$ cat src/rtl/tdl_link_sup_pkg.sv
// Shared types for the TDL link supervisor: state encodings and counter widths.
package tdl_link_sup_pkg;

    typedef enum logic [2:0] {
        GT_RESET  = 3'd0,
        WAIT_DONE = 3'd1,
        WAIT_LINK = 3'd2,
        RX_RESET  = 3'd3,
        LINKED    = 3'd4,
        FAULT     = 3'd5
    } sup_state_t;

    localparam int unsigned CNT_W = 32;

endpackage

$ cat src/rtl/tdl_link_sup_btn.sv
// User restart button: 2-FF synchronizer plus one-cycle accept pulse.
// TDL_LINK_SUP_DEBOUNCE_EN selects a debounced accept instead of a plain rising-edge accept.
module tdl_link_sup_btn
    import tdl_link_sup_pkg::*;
#(
    parameter int unsigned DEBOUNCE_CYCLES = 1_000_000
) (
    input  logic clk_freerun,
    input  logic reset,
    input  logic btn_reset,
    output logic accept
);

    logic sync_1;
    logic sync_2;

    always_ff @(posedge clk_freerun) begin
        if (reset) begin
            sync_1 <= 1'b0;
            sync_2 <= 1'b0;
        end else begin
            sync_1 <= btn_reset;
            sync_2 <= sync_1;
        end
    end

`ifdef TDL_LINK_SUP_DEBOUNCE_EN
    logic [CNT_W-1:0] high_cnt;
    logic             taken;

    // taken blocks further accepts until the button is seen low again
    always_ff @(posedge clk_freerun) begin
        if (reset) begin
            high_cnt <= '0;
            taken    <= 1'b0;
            accept   <= 1'b0;
        end else begin
            accept <= 1'b0;
            if (!sync_2) begin
                high_cnt <= '0;
                taken    <= 1'b0;
            end else if (!taken) begin
                if (high_cnt == DEBOUNCE_CYCLES - 1) begin
                    accept <= 1'b1;
                    taken  <= 1'b1;
                end else begin
                    high_cnt <= high_cnt + 1'b1;
                end
            end
        end
    end
`else
    logic sync_2_d;

    always_ff @(posedge clk_freerun) begin
        if (reset) begin
            sync_2_d <= 1'b0;
            accept   <= 1'b0;
        end else begin
            sync_2_d <= sync_2;
            accept   <= sync_2 & ~sync_2_d;
        end
    end
`endif

endmodule

$ cat src/rtl/tdl_link_supervisor.sv
// Transceiver bring-up / link supervisor: GT reset, done wait, link qualification, retries, fault.
// Button restart filtering is selected by TDL_LINK_SUP_DEBOUNCE_EN (see tdl_link_sup_btn).
//
// state     | meaning
// GT_RESET  | full transceiver reset pulse, RESET_CYCLES long
// WAIT_DONE | waiting for TX and RX reset-done
// WAIT_LINK | qualifying link_status_in for STABLE_CYCLES
// RX_RESET  | RX datapath reset pulse, RESET_CYCLES long
// LINKED    | link qualified, watching for loss
// FAULT     | retries exhausted, waiting for a button restart
module tdl_link_supervisor
    import tdl_link_sup_pkg::*;
#(
    parameter int unsigned RESET_CYCLES    = 1024,
    parameter int unsigned TIMEOUT_CYCLES  = 10_000_000,
    parameter int unsigned STABLE_CYCLES   = 65536,
    parameter int unsigned MAX_RETRIES     = 8,
    parameter int unsigned DEBOUNCE_CYCLES = 1_000_000
) (
    input  logic        clk_freerun,
    input  logic        reset,
    input  logic        btn_reset,
    input  logic        tx_done_in,
    input  logic        rx_done_in,
    input  logic        link_status_in,
    output logic        gt_reset_out,
    output logic        rx_datapath_reset_out,
    output logic        link_up,
    output logic        fault,
    output logic [7:0]  retry_count,
    output logic [15:0] loss_count,
    output logic [2:0]  state_out
);

    sup_state_t       state;
    sup_state_t       state_nxt;
    sup_state_t       retry_tgt;
    logic             retry_req;
    logic             enter;
    logic [7:0]       rc_nxt;
    logic [15:0]      lc_nxt;
    logic [CNT_W-1:0] timer;
    logic [CNT_W-1:0] stable_cnt;
    logic             btn_accept;
    logic             dones_ok;

    tdl_link_sup_btn #(
        .DEBOUNCE_CYCLES(DEBOUNCE_CYCLES)
    ) u_btn (
        .clk_freerun(clk_freerun),
        .reset      (reset),
        .btn_reset  (btn_reset),
        .accept     (btn_accept)
    );

    assign dones_ok = tx_done_in & rx_done_in;

    always_comb begin
        state_nxt = state;
        retry_req = 1'b0;
        retry_tgt = GT_RESET;
        rc_nxt    = retry_count;
        lc_nxt    = loss_count;
        case (state)
            GT_RESET:  if (timer == RESET_CYCLES - 1) state_nxt = WAIT_DONE;
            WAIT_DONE: begin
                if (dones_ok) begin
                    state_nxt = WAIT_LINK;
                end else if (timer == TIMEOUT_CYCLES - 1) begin
                    retry_req = 1'b1;
                    retry_tgt = GT_RESET;
                end
            end
            // losing reset-done outranks both qualification and timeout
            WAIT_LINK: begin
                if (!dones_ok) begin
                    retry_req = 1'b1;
                    retry_tgt = GT_RESET;
                end else if (link_status_in && stable_cnt == STABLE_CYCLES - 1) begin
                    state_nxt = LINKED;
                    rc_nxt    = 8'd0;
                end else if (timer == TIMEOUT_CYCLES - 1) begin
                    retry_req = 1'b1;
                    retry_tgt = RX_RESET;
                end
            end
            RX_RESET:  if (timer == RESET_CYCLES - 1) state_nxt = WAIT_LINK;
            LINKED: begin
                if (!dones_ok) begin
                    retry_req = 1'b1;
                    retry_tgt = GT_RESET;
                end else if (!link_status_in) begin
                    retry_req = 1'b1;
                    retry_tgt = RX_RESET;
                    lc_nxt    = (loss_count == 16'hFFFF) ? loss_count : loss_count + 16'd1;
                end
            end
            default:   state_nxt = FAULT;
        endcase
        if (retry_req) begin
            if ({24'd0, retry_count} < MAX_RETRIES) begin
                rc_nxt    = retry_count + 8'd1;
                state_nxt = retry_tgt;
            end else begin
                state_nxt = FAULT;
            end
        end
        if (btn_accept) begin
            state_nxt = GT_RESET;
            rc_nxt    = 8'd0;
            lc_nxt    = loss_count;
        end
        enter = btn_accept || (state_nxt != state);
    end

    // outputs are registered from the next state so they line up with the state register
    always_ff @(posedge clk_freerun) begin
        if (reset) begin
            state                 <= GT_RESET;
            timer                 <= '0;
            stable_cnt            <= '0;
            gt_reset_out          <= 1'b1;
            rx_datapath_reset_out <= 1'b0;
            link_up               <= 1'b0;
            fault                 <= 1'b0;
            retry_count           <= 8'd0;
            loss_count            <= 16'd0;
            state_out             <= 3'd0;
        end else begin
            state                 <= state_nxt;
            timer                 <= enter ? '0 : timer + 1'b1;
            stable_cnt            <= (!enter && state == WAIT_LINK && link_status_in)
                                     ? stable_cnt + 1'b1 : '0;
            gt_reset_out          <= (state_nxt == GT_RESET) || (state_nxt == FAULT);
            rx_datapath_reset_out <= (state_nxt == RX_RESET);
            link_up               <= (state_nxt == LINKED);
            fault                 <= (state_nxt == FAULT);
            retry_count           <= rc_nxt;
            loss_count            <= lc_nxt;
            state_out             <= state_nxt;
        end
    end

endmodule

$ cat config.mk
export PLATFORM = sky130hd
export DESIGN_NAME = tdl_link_supervisor
export DESIGN_NICKNAME = d
export VERILOG_FILES = /design/src/rtl/tdl_link_sup_pkg.sv /design/src/rtl/tdl_link_sup_btn.sv /design/src/rtl/tdl_link_supervisor.sv
export SDC_FILE = /design/constraint.sdc
export NUM_CORES = 1
export LEC_CHECK = 0
export ABC_AREA = 1
export BUFFER_PORTS_ARGS = -buffer_cell sky130_fd_sc_hd__buf_2
export CAP_MARGIN = 0
export CORE_ASPECT_RATIO = 0.6
export CORE_MARGIN = 2
export CORE_UTILIZATION = 43
export CTS_BUF_LIST = sky130_fd_sc_hd__clkbuf_2
export DETAILED_ROUTE_END_ITERATION = 10
export GPL_TIMING_DRIVEN = 0
export HOLD_SLACK_MARGIN = 0.06
export PLACE_DENSITY = 0.68
export SLEW_MARGIN = 20
export SYNTH_ARGS = -nofsm -noshare
export SYNTH_HDL_FRONTEND = slang
export SYNTH_HIERARCHICAL = 1
export SYNTH_SLANG_ARGS = --single-unit
$ cat constraint.sdc
create_clock -name clk_freerun -period 2.7 [get_ports clk_freerun]
set_input_delay 0.405 -clock clk_freerun [delete_from_list [all_inputs] [get_ports clk_freerun]]
set_output_delay 0.405 -clock clk_freerun [all_outputs]
set_load 0.02 [all_outputs]
Yosys cells after proc, flatten, opt, wreduce, memory -nomap -nowiden --
Index checks and enable logic that the tools add are counted.
Word-level totals: register bits after elaboration 99, word-level logic and storage cells 76, output and inout port bits 31
Operators by class: reduce and logical (&&, ||, !) cells 12, mux-type cells 27, $add $sub $neg 4, bitwise logic cells 7, magnitude comparators 1, equality and inequality tests 12
Operators with widths (count):
- $add 32x1->32 const B | 2
- $mux 8 | 5
- $eq 32x10->1 const B | 1
- $eq 32x16->1 const B | 1
- $eq 32x24->1 const B | 1
- $mux 3 | 8
- $add 16x1->16 const B | 1
- $eq 16x16->1 const B | 1
- $pmux 3 s5 | 1
- $mux 2 | 5
- $eq 3x2->1 const B | 3
- $eq 3x3->1 const B | 3
- $add 8x1->8 const B | 1
- $lt 8x4->1 const B | 1
- $logic_not 3->1 | 2
- $mux 1 | 6
- $reduce_or 2->1 | 3
- $not 1->1 | 5
- $reduce_and 5->1 | 1
- $pmux 2 s2 | 1
- $eq 3x1->1 const B | 1
- $logic_and 1x1->1 | 3
- $ne 3x3->1 | 1
- $pmux 1 s3 | 1
- other kinds (3) | 5

Longest topological paths before layout --
depth after elaboration 15, mapped depth 18, depth with buffers taken out 17

By module --
Netlist, hierarchy kept.
Modules (own cells, without submodules):
- tdl_link_supervisor | seq. area each 1901.8 µm², cells an instance 676, times used 1, area each 5039.8 µm²
- tdl_link_sup_btn | seq. area each 80.1 µm², cells an instance 12, times used 1, area each 115.1 µm²

Worst setup path before layout --
No wires, ideal clock.
path kind register -> register, start point register stable_cnt[0], end point register stable_cnt[4], path slack 0.522 ns, stages on the path, launching flop included 17, buffers on the path 1, data arrival time 2.058 ns, period minus slack after synthesis 2.178 ns, data required time 2.579 ns, cell sequence dfxtp_1 > ha_1 > nand2_1 > nor2_4 > nand3_2 > nor2_4 > nand2_2 > nand2_2 > nand2_2 > nand2_4 > nand2_4 > or2_4 > nand4_1 > nand2_2 > nand3_4 > buf_6 > nor2_4
Between the ends: longest elaborated chain between the ends 15
Ends and longest elaborated chain:
- start: declaration | line tdl_link_supervisor.sv:43 | logic [CNT_W-1:0] stable_cnt;
- start signal: assignment | line tdl_link_supervisor.sv:132 | stable_cnt <= (!enter && state == WAIT_LINK && link_status_in)
- $eq 32x16->1 | line tdl_link_supervisor.sv:79 | end else if (link_status_in && stable_cnt == STABLE_CYCLES - 1) begin
- $logic_and 1x1->1 | line tdl_link_supervisor.sv:79
- $mux 2 | line tdl_link_supervisor.sv:79
- $mux 2 | line tdl_link_supervisor.sv:76 | if (!dones_ok) begin
- $pmux 2 s2 | line tdl_link_supervisor.sv:64 | case (state)
- $mux 3 | line tdl_link_supervisor.sv:101 | if ({24'd0, retry_count} < MAX_RETRIES) begin
- $mux 3 | line tdl_link_supervisor.sv:100 | if (retry_req) begin
- $mux 3 | line tdl_link_supervisor.sv:108 | if (btn_accept) begin
- $ne 3x3->1 | line tdl_link_supervisor.sv:113 | enter = btn_accept || (state_nxt != state);
- $logic_or 1x1->1 | line tdl_link_supervisor.sv:113
- $logic_not 1->1 | line tdl_link_supervisor.sv:132
- $logic_and 1x1->1 (2 in series) | line tdl_link_supervisor.sv:132
- $not 1->1 (no line)
- $reduce_or 2->1 (no line)
Several ways; a longest one is shown, not always the timed one. A chain may end at the register's enable or synchronous reset.

Worst setup path after layout --
start point register timer[0], end point register timer[7]
Between the ends: longest elaborated chain between the ends 11
Ends and longest elaborated chain:
- start: declaration | line tdl_link_supervisor.sv:42 | logic [CNT_W-1:0] timer;
- start signal: assignment | line tdl_link_supervisor.sv:131 | timer <= enter ? '0 : timer + 1'b1;
- $eq 32x24->1 | line tdl_link_supervisor.sv:69, tdl_link_supervisor.sv:82
- $mux 2 | line tdl_link_supervisor.sv:82 | end else if (timer == TIMEOUT_CYCLES - 1) begin
- $mux 2 | line tdl_link_supervisor.sv:79
- $mux 2 | line tdl_link_supervisor.sv:76
- $pmux 2 s2 | line tdl_link_supervisor.sv:64
- $mux 3 | line tdl_link_supervisor.sv:101
- $mux 3 | line tdl_link_supervisor.sv:100
- $mux 3 | line tdl_link_supervisor.sv:108
- $ne 3x3->1 | line tdl_link_supervisor.sv:113
- $logic_or 1x1->1 | line tdl_link_supervisor.sv:113
- $reduce_or 2->1 (no line)
Several ways; a longest one is shown, not always the timed one.

==> results.py <==
metrics = {
    "critical_path": {
        "worstPathRequired_ns": 3.23,
        "worst_setup_path_start_kind": "flip-flop",
        "cp_max_fo": 10,
        "critPathCaptureType": "flip-flop",
        "worstSetupPathType": "flip-flop to flip-flop",
        "cp.arrival_ns": 2.96,
    },
    "clock_tree": {
        "clockRootBuffer": "clkbuf_2",
        "tritoncts": "built",
        "clkLatencyLatePin_ns": 0.59,
        "numClockSinks": 99,
        "clk_pin_slew_ns": 0.29,
        "cts-htree-levels": 3,
        "cts_buffers": 9,
        "cts_buffer_depth": 2,
    },
    "drt": {
        "antenna_left": 0,
        "first_pass_iters": 5,
        "wl_per_cell_um": 11.7,
        "wirelength_mm": 10.6,
        "drt_iter0_markers": 327,
        "dr_total_vias": 4293,
        "drc": 0,
        "routed_via_density": 4.74,
    },
    "pwr": {
        "p_leak_nw": 2.25,
        "power.density_mw_per_mm2": 591,
        "ir_worst_vdd_v": 0.000313,
    },
    "placed_design": {
        "port_buffers": 36,
        "dp_hpwl_mm": 7.93,
        "gp_congestion": 0.874,
    },
    "floorplan": {
        "die_y_um": 88.8,
        "initial_core_util": 0.449,
        "io_pins": 37,
        "core-area_mm2": 0.0115,
        "chipWidth_um": 145,
        "dieArea_mm2": 0.0129,
        "rows": 30,
    },
    "run_status": {
        "status": "finished clean",
    },
    "synth": {
        "ys_types": 38,
        "synth_warnings": 6,
        "synth_area_leaders": "dfxtp_1 (38%), nor2_1 (8.2%), nand2_1 (7.6%)",
        "synth.avg_cell_area_um2": 7.49,
        "synth_top_area_frac": 0.384,
        "ys_seq_elements": 99,
        "synth-async-reset-ratio": 0,
        "synth.most_common_cell": "nor2_1",
        "synth_flop_cell": "dfxtp_1",
        "yosysSeqAreaShare": 0.384,
        "syn_area_mm2": 0.00515,
        "synth_area_leader_cell": "dfxtp_1",
        "synth_edf_count": 0,
        "synth_fp_nets": 698,
        "synth_cells": 688,
        "synthTopCellsByCount": "nor2_1 (113), nand2_1 (105), inv_1 (103)",
    },
    "finish": {
        "areaGrowthSynthToFinish_pct": 12.8,
        "nNetsFinal": 751,
        "drive_gt1_frac": 0.184,
        "antenna_cells": 0,
    },
    "global_routing": {
        "grt_first_pass_wirelength_mm": 18.0,
        "antenna_found_initial": 0,
        "grt_pass1_vias": 3952,
        "grt_usage": 0.170,
        "grt_start_max_net_pins": 18,
        "grt.overflow.total": 0,
    },
    "sta": {
        "period_share": 0.901,
        "fin_hold_ws_ns": 0.300,
        "worstMarginPinSlew_ns": 0.636,
        "fin_skew_ns": 0.0267,
        "tns_ns": 0,
        "setup_viol_count_final": 0,
        "rsz0062_at_grt": "false",
        "hold_viol": 0,
        "max-slew-margin-rel": 0.572,
        "timing.fmax_mhz": 411,
        "post-route-min-period_ns": 2.43,
        "timing_max_transition_violations_final": 0,
    },
    "flow_run": {
        "drv_cap": 0,
    },
    "hold_path": {
        "min_path_type": "input pin to flip-flop",
    },
}
-- report_power, final --
part	switching, mW	internal [mW]	leakage, nW
registers	0.0591	1.53	0.799
logic	0.623	0.295	1.35
clock network	0.527	0.407	0.0931
-- cell families (layout without fill, tap and decap cells) --
logic type | Yosys count | in the layout | share of synthesized area
xor gates and xnor gates | 60 | 60 | 0.102
DFF | 99 | 99 | 0.384
AOI/OAI and AO/OA | 34 | 34 | 0.0362
adders and majority gates | 4 | 4 | 0.00971
buffers and inverters | 116 | 174 | 0.0903
and+or+nand+nor | 375 | 375 | 0.377
-- critical path, cell delays in order, from the launching register on --
cell and delay [ns]:
dfxtp_2 0.40, ha_1 0.21, nand3_2 0.16, nor2_4 0.14
nand3_1 0.13, nor2_4 0.16, nand2_2 0.08, nand2_2 0.08
nand2_4 0.07, nand2_4 0.08, nand2_1 0.11, nand4_1 0.10
nand2_1 0.10, nor2_4 0.16, nand2_2 0.12, buf_2 0.20
nor2_1 0.11
-- cell usage in the layout, fill, tap and decap left out, types with 9 or more instances in the layout --
| cell type | n |
|---|---|
| nor2_4 | 36 |
| nand3_1 | 36 |
| dfxtp_1 | 97 |
| nor2_2 | 13 |
| nand4_1 | 20 |
| nor2_1 | 110 |
| xor2_1 | 39 |
| o21ai_0 | 14 |
| clkbuf_2 | 9 |
| nand2_1 | 105 |
| nor3_1 | 20 |
| inv_1 | 103 |
| xnor2_1 | 21 |
| a21oi_1 | 13 |
| buf_2 | 38 |
-- what timing repair did --
item                                   4_1_cts  5_1_grt
hold buffers                                 3        0
setup buffers                                0        3
setup endpoints to repair                    0       66
resized for setup                            0       15
endpoints found under the hold margin        4        0
-- final timing paths --
kind / from / endpoint / slack [ns] / cells past startpoint
worst max-delay path: timer[0] / timer[7] / 0.27 / 16
worst min register to register: u_btn/sync_2_d / u_btn/accept / 0.42 / 1
worst max register to register: timer[0] / timer[7] / 0.27 / 16
worst min-delay path: link_status_in / retry_count[4] / 0.30 / 4
-- per-layer routing --
metal  global-route usage  up-vias  share of wire
li1                     -     2248              -
met1                0.248     1930           0.53
met2                0.252      109           0.40
met3               0.0469        6          0.058
met4               0.0383        0         0.0055
met5                    0        -              0
-- sequential cells by signal, summed over array words and instances, names as in the netlist, 3 cells and up --
register     count
loss_count      16
retry_count      8
stable_cnt      32
state            3
timer           32
-- through the flow --
stage	worst slack (ns)	instance area [um2]	instances	util	total power [mW]
floorplan	0.522	5150	688	-	2.27
global placement	0.238	5540	884	0.482	2.46
detailed placement	0.150	5540	884	0.482	2.49
CTS	0.0765	5730	903	0.499	3.43
global route	0.000943	5810	906	0.506	3.65
finish	0.267	5810	906	0.506	3.44
-- cell type report --
type	count	area (um2)
flip-flops and latches	99	1980
well taps	160	200
clock buffers	9	45.0
fillers	1137	5670
inverters	107	402
plain buffers	9	66.3
multi-input cells	473	2760
clock inverters	7	124
repair buffers	42	233
(Power assumes the default switching activity.)
